### src/rtl/conv_pkg.sv
// Shared parameters and helpers for the convolution cores (full, depthwise, pointwise).
// Holds default widths, the accumulator-width rule and the round/saturate bounds.
package conv_pkg;

    localparam int DEF_DATA_W = 10;
    localparam int DEF_FRAC_W = 5;
    localparam int DEF_KSIZE  = 9;

    // Wide enough that a full window of products plus the aligned bias can never overflow.
    function automatic int acc_width(input int data_w, input int ksize);
        return 2 * data_w + $clog2(ksize) + 1;
    endfunction

    function automatic int sat_hi(input int data_w);
        return (1 << (data_w - 1)) - 1;
    endfunction

    function automatic int sat_lo(input int data_w);
        return -(1 << (data_w - 1));
    endfunction

    localparam int SAT_HI = sat_hi(DEF_DATA_W);
    localparam int SAT_LO = sat_lo(DEF_DATA_W);

endpackage

### src/rtl/conv_round_sat.sv
// Combinational round-half-up, saturate and optional ReLU from accumulator to activation width.
// Optional feature: CONV_RELU_EN forces negative results to zero after saturation.
module conv_round_sat
    import conv_pkg::*;
#(
    parameter int DATA_W = DEF_DATA_W,
    parameter int FRAC_W = DEF_FRAC_W,
    parameter int ACC_W  = acc_width(DEF_DATA_W, DEF_KSIZE)
) (
    input  logic signed [ACC_W-1:0]  acc,
    output logic signed [DATA_W-1:0] result,
    output logic                     sat
);

    localparam logic signed [ACC_W-1:0] HI   = ACC_W'(sat_hi(DATA_W));
    localparam logic signed [ACC_W-1:0] LO   = ACC_W'(sat_lo(DATA_W));
    localparam logic signed [ACC_W-1:0] HALF = ACC_W'(1 << (FRAC_W - 1));

    logic signed [ACC_W-1:0] rounded;

    always_comb begin
        rounded = (acc + HALF) >>> FRAC_W;
        sat     = 1'b0;
        result  = rounded[DATA_W-1:0];
        if (rounded > HI) begin
            result = HI[DATA_W-1:0];
            sat    = 1'b1;
        end else if (rounded < LO) begin
            result = LO[DATA_W-1:0];
            sat    = 1'b1;
        end
`ifdef CONV_RELU_EN
        // sat keeps reporting the clip that happened before the ReLU
        if (result[DATA_W-1]) begin
            result = '0;
        end
`else
`endif
    end

endmodule

### src/rtl/conv_core_pipe.sv
// Four-stage pipelined KSIZE-tap convolution core with weight bank and valid/ready streaming.
// Optional feature: CONV_RELU_EN (see conv_round_sat) clamps negative results to zero.
module conv_core_pipe
    import conv_pkg::*;
#(
    parameter int DATA_W = DEF_DATA_W,
    parameter int FRAC_W = DEF_FRAC_W,
    parameter int KSIZE  = DEF_KSIZE
) (
    input  logic                      i_clk,
    input  logic                      i_rst_n,
    input  logic [KSIZE*DATA_W-1:0]   i_data,
    input  logic                      i_valid,
    output logic                      o_ready,
    input  logic [KSIZE*DATA_W-1:0]   i_weight,
    input  logic [DATA_W-1:0]         i_bias,
    input  logic                      i_weight_we,
    output logic [DATA_W-1:0]         o_data,
    output logic                      o_sat,
    output logic                      o_valid,
    input  logic                      i_ready
);

    localparam int ACC_W = acc_width(DATA_W, KSIZE);
    localparam int P_W   = 2 * DATA_W;
    localparam int NGRP  = (KSIZE + 2) / 3;

    logic signed [DATA_W-1:0] w_bank [KSIZE];
    logic signed [DATA_W-1:0] bias_q;

    logic signed [P_W-1:0]    prod_d [KSIZE];
    logic signed [P_W-1:0]    prod_q [KSIZE];
    logic signed [ACC_W-1:0]  psum_d [NGRP];
    logic signed [ACC_W-1:0]  psum_q [NGRP];
    logic signed [ACC_W-1:0]  sum_d;
    logic signed [ACC_W-1:0]  sum_q;
    logic signed [DATA_W-1:0] s1_bias;
    logic signed [DATA_W-1:0] s2_bias;
    logic                     s1_valid;
    logic                     s2_valid;
    logic                     s3_valid;

    logic signed [DATA_W-1:0] rs_data;
    logic                     rs_sat;
    logic                     stall;

    assign stall   = o_valid && !i_ready;
    assign o_ready = !stall;

    // The bank loads independently of stall; a beat accepted on the write edge sees the old set.
    always_ff @(posedge i_clk or negedge i_rst_n) begin
        if (!i_rst_n) begin
            for (int k = 0; k < KSIZE; k++) begin
                w_bank[k] <= '0;
            end
            bias_q <= '0;
        end else if (i_weight_we) begin
            for (int k = 0; k < KSIZE; k++) begin
                w_bank[k] <= i_weight[k*DATA_W +: DATA_W];
            end
            bias_q <= i_bias;
        end
    end

    always_comb begin
        for (int k = 0; k < KSIZE; k++) begin
            prod_d[k] = P_W'(signed'(i_data[k*DATA_W +: DATA_W])) * P_W'(w_bank[k]);
        end
    end

    always_comb begin
        for (int g = 0; g < NGRP; g++) begin
            psum_d[g] = '0;
            for (int j = 0; j < 3; j++) begin
                if (g * 3 + j < KSIZE) begin
                    psum_d[g] = psum_d[g] + ACC_W'(prod_q[g*3+j]);
                end
            end
        end
    end

    // Bias travels with its beat so a bank write never touches beats already in flight.
    always_comb begin
        sum_d = ACC_W'(s2_bias) <<< FRAC_W;
        for (int g = 0; g < NGRP; g++) begin
            sum_d = sum_d + psum_q[g];
        end
    end

    conv_round_sat #(
        .DATA_W (DATA_W),
        .FRAC_W (FRAC_W),
        .ACC_W  (ACC_W)
    ) u_round_sat (
        .acc    (sum_q),
        .result (rs_data),
        .sat    (rs_sat)
    );

    always_ff @(posedge i_clk or negedge i_rst_n) begin
        if (!i_rst_n) begin
            for (int k = 0; k < KSIZE; k++) begin
                prod_q[k] <= '0;
            end
            for (int g = 0; g < NGRP; g++) begin
                psum_q[g] <= '0;
            end
            s1_bias  <= '0;
            s2_bias  <= '0;
            sum_q    <= '0;
            s1_valid <= 1'b0;
            s2_valid <= 1'b0;
            s3_valid <= 1'b0;
            o_valid  <= 1'b0;
            o_data   <= '0;
            o_sat    <= 1'b0;
        end else if (!stall) begin
            for (int k = 0; k < KSIZE; k++) begin
                prod_q[k] <= prod_d[k];
            end
            for (int g = 0; g < NGRP; g++) begin
                psum_q[g] <= psum_d[g];
            end
            s1_bias  <= bias_q;
            s2_bias  <= s1_bias;
            sum_q    <= sum_d;
            s1_valid <= i_valid;
            s2_valid <= s1_valid;
            s3_valid <= s2_valid;
            o_valid  <= s3_valid;
            if (s3_valid) begin
                o_data <= rs_data;
                o_sat  <= rs_sat;
            end
        end
    end

endmodule
### config.mk
export PLATFORM = sky130hd
export DESIGN_NAME = conv_core_pipe
export DESIGN_NICKNAME = d
export VERILOG_FILES = /design/src/rtl/conv_pkg.sv /design/src/rtl/conv_round_sat.sv /design/src/rtl/conv_core_pipe.sv
export SDC_FILE = /design/constraint.sdc
export NUM_CORES = 2
export LEC_CHECK = 0
export CORE_UTILIZATION = 32
export DETAILED_ROUTE_END_ITERATION = 16
export PLACE_DENSITY = 0.48
export SYNTH_ARGS = -nofsm -noshare
export SYNTH_HDL_FRONTEND = slang
export SYNTH_SLANG_ARGS = --single-unit
### constraint.sdc
create_clock -name i_clk -period 6.45 [get_ports i_clk]
set_input_delay 0.645 -clock i_clk [delete_from_list [all_inputs] [get_ports i_clk]]
set_output_delay 0.645 -clock i_clk [all_outputs]
set_load 0.01 [all_outputs]
==> summary.md <==
| Metric | Value |
|---|---|
| Setup slack after layout | between 0.7 and 0.8 ns |
| Diodes inserted | 0 |
| Max Slew Vio Count | 0 |
| Worst hold path startpoint | s2_valid |
| Post-CTS sizing | 0 |
| Unrepaired setup endpoints after global routing | false |
| Vias in the first global route | 43,800 |
| Critical path class | flop to flop |
| Crit. End Element | flop |
| # port buffers | slightly above 200 |
| Reg-to-Reg Start | w_bank[21] |
| Hold Path Class | flop to flop |
| CTS Buffer Depth | 3 |
| Arrival time worst endpoint | about 6.2 ns |
| Clk_lat worst skew | about 0.71 ns |
| Setup Buffers After CTS | 0 |
| Initial antenna violation count | 4 |
| Mapped Area | around 57,000 um2 |
| CTS sink count | around 400 |
| Row Count | 154 |
| DIE AREA | 179,000 um2 |
| Post-synthesis cell type count | 87 |
| Final setup vio count | 0 |
| Num CTS Buffers | 58 |
| Clock skew | around 0.043 ns |
| GP Congestion | 0.848 |
| Req. time, crit path | 6.98 ns |
| Chip Height | about 420 um |
| Fmax | ~180 MHz |
| Startpoint types | flop |
| Cell taking the most area after synthesis | fa_1 |
| Clk pin slew, worst setup/hold paths | approximately 0.06 ns |
| First DRT Iteration DRCs | approximately 1,700 |
| CTS tree | yes |
| Post-synthesis simple-gate area fraction | 0.141 |
| Yosys reg bits | approximately 400 |
| H-tree levels | 2 |
| Min cycle time layout | between 5 and 6 ns |
| Initial Util | 0.322 |
| Fill cell count | between 15,000 and 20,000 |
| DRC viols | 0 |
| Mux cell area share after synthesis | 0.0202 |
| Post-synth top flop | dfrtp_1 |
| Vias/cell | about 4.6 |
| Synth area leaders | fa_1 33%, dfrtp_1 18%, ha_1 12%, inv_1 8.3%, nand2_1 5.8% |
| Routed WL per cell | 16.7 um |
| Largest family of logic cells by synthesized area | adder cells |
| Status | completed |
| Core Region | roughly 180,000 um2 |
| Asr flop ratio synth | 1.00 |
| Max Used Layer | met4 |
| Slew HR | 0.344 |
| Final period utilization | 0.885 |
| Vias | 40,100 |
| DP Worst Slack | about 0.15 ns |
| Max cap viols | 0 |
| Critical Path Start | w_bank[21] |
| CP max FO | 11 |
| Number of flops mapped to enable cells by yosys | 0 |
| Total congestion overflow | 0 |
| Avg Cell Area, Syn | 9.20 um2 |
| HPWL Detailed | 118,000 um |
| Sequential area share after synthesis | 0.178 |
| Routed WL | about 140,000 um |
| XOR/XNOR Fraction of Synth Area | 0.0377 |
| Share of layout cells above drive strength 1 | 0.0514 |
| Die W | 423 um |
| Area grow syn2layout | 12.4% |
| Routed Antenna Nets | 0 |
| Post-layout nets | 7,913 |
| Share of the synthesized area in the top cell type | 0.325 |
| IO Pins | 208 |
| Met1 wire length | about 66,000 um |
| WL met2 | about 70,000 um |
| Syn Nets | between 7,000 and 8,000 |
| Sum Neg Setup Slack | 0 ns |
| Synth Area in Adders | 0.442 |
| Worst-margin pin slew | between 0.9 and 1 ns |
| Yosys Warn Count | 0 |
| Post-Synthesis Cells | between 6,000 and 7,000 |
| Total track usage | 0.169 |
| Post-synthesis compound-gate area fraction | 0.0804 |
| Largest net degree at the start of global routing | ~170 |
| Root buf cell | clkbuf_16 |
| Final hold violation count | 0 |
| Met3 WL | approximately 4400 um |
| First-pass GRT wire length | around 240,000 um |
| DR pass1 iterations | 5 |
-- what timing repair did --
action / CTS / global route
setup endpoints to repair: 0 / 0
hold buffers: 1 / 0
hold endpoints to repair: 54 / 0
-- flip-flops by register name, indices dropped and copies added (netlist names) --
register  flops
bias_q       10
prod_q      180
s2_valid      1
w_bank       90
o_sat         1
s3_valid      1
sum_q        21
o_data       10
psum_q       66
o_valid       1
s2_bias      10
s1_valid      1
s1_bias      10
-- layout make-up --
| type | instances | area (um2) | area share |
|---|---|---|---|
| Clock buffer | 71 | 1600 | 0.0251 |
| Clock inverter | 36 | 599 | 0.00941 |
| Inverter | 1265 | 4760 | 0.0747 |
| Timing Repair Buffer | 304 | 2860 | 0.0449 |
| Tap cell | 2340 | 2930 | 0.0460 |
| Multi-Input combinational cell | 4239 | 40900 | 0.642 |
| Sequential cell | 402 | 10100 | 0.158 |
-- worst paths after layout --
check                             endpoint  slack (ns)  cells after the start
worst min-delay path              s3_valid        0.44                      2
worst max-delay path            prod_q[58]        0.74                     20
worst max register to register  prod_q[58]        0.74                     20
worst min register to register    s3_valid        0.44                      2
min in group asynchronous        w_bank[9]        0.60                      2
max in group asynchronous       psum_q[43]        4.38                      3
-- stage by stage --
| step | hold slack, ns | area [um2] | util | instances |
|---|---|---|---|---|
| finish | 0.441 | 63700 | 0.362 | 8657 |
| floorplan | 0.349 | 56700 | - | 6161 |
| global placement | 0.451 | 61500 | 0.349 | 8549 |
| detailed placement | 0.458 | 61500 | 0.349 | 8549 |
| global route | 0.472 | 63700 | 0.362 | 8657 |
| CTS | 0.418 | 63700 | 0.362 | 8657 |
-- cell usage after synthesis, types with 27 or more instances --
master    instances
o31ai_1          35
dfrtp_1         402
o21a_1           58
o21ai_0         132
and2_1          324
nand2b_1         35
clkbuf_1        246
ha_1            527
a211oi_1         27
nor2_1          269
a21o_1           35
fa_1            921
xnor2_1         158
o21ai_1          33
or3_1            31
inv_1          1255
o21bai_1         32
nor3_1           67
mux2_2           94
nand3_1          66
xor2_1           86
nand2_1         874
a21oi_1         198
-- critical path: stages, from the launching register on --
cell,delay (ns)
dfrtp_1,0.63
nand2_1,0.15
fa_1,0.57
inv_1,0.07
fa_1,0.50
inv_1,0.06
fa_1,0.53
inv_1,0.05
fa_1,0.47
inv_1,0.05
fa_1,0.47
inv_1,0.04
ha_1,0.25
nor3_1,0.23
o211ai_1,0.14
a2111oi_1,0.58
nor4_2,0.14
nor3_1,0.21
o41a_1,0.18
xor2_1,0.15
o21ai_1,0.07
-- logic make-up after synthesis --
group | after synthesis
DFF | 402
buffers and inverters | 1520
AOI/OAI and AO/OA | 696
xor gates and xnor gates | 244
muxes | 102
and+or+nand+nor | 1749
adders and majority gates | 1448
-- metal layers --
layer / up-vias / GRT usage
met3: 150 / 0.0186
met5: - / 0
met4: 0 / 0.0397
met2: 490 / 0.291
met1: 20200 / 0.227
li1: 19200 / -
-- cells in the final DEF (no fill, tap or decap), drive strengths merged, types with 27 or more instances in the layout --
cell type,count
a211oi,29
a21o,35
a21oi,198
and2,325
buf,98
clkbuf,71
clkdlybuf4s50,205
dfrtp,402
fa,921
ha,527
inv,1260
mux2,97
nand2,875
nand2b,35
nand3,67
nor2,269
nor3,69
o211ai,27
o21a,58
o21ai,166
o21bai,32
o31ai,38
or3,31
xnor2,158
xor2,86
Power is not shown: default switching activity piles up to over one toggle a cycle in this logic, so the estimate is an artifact.
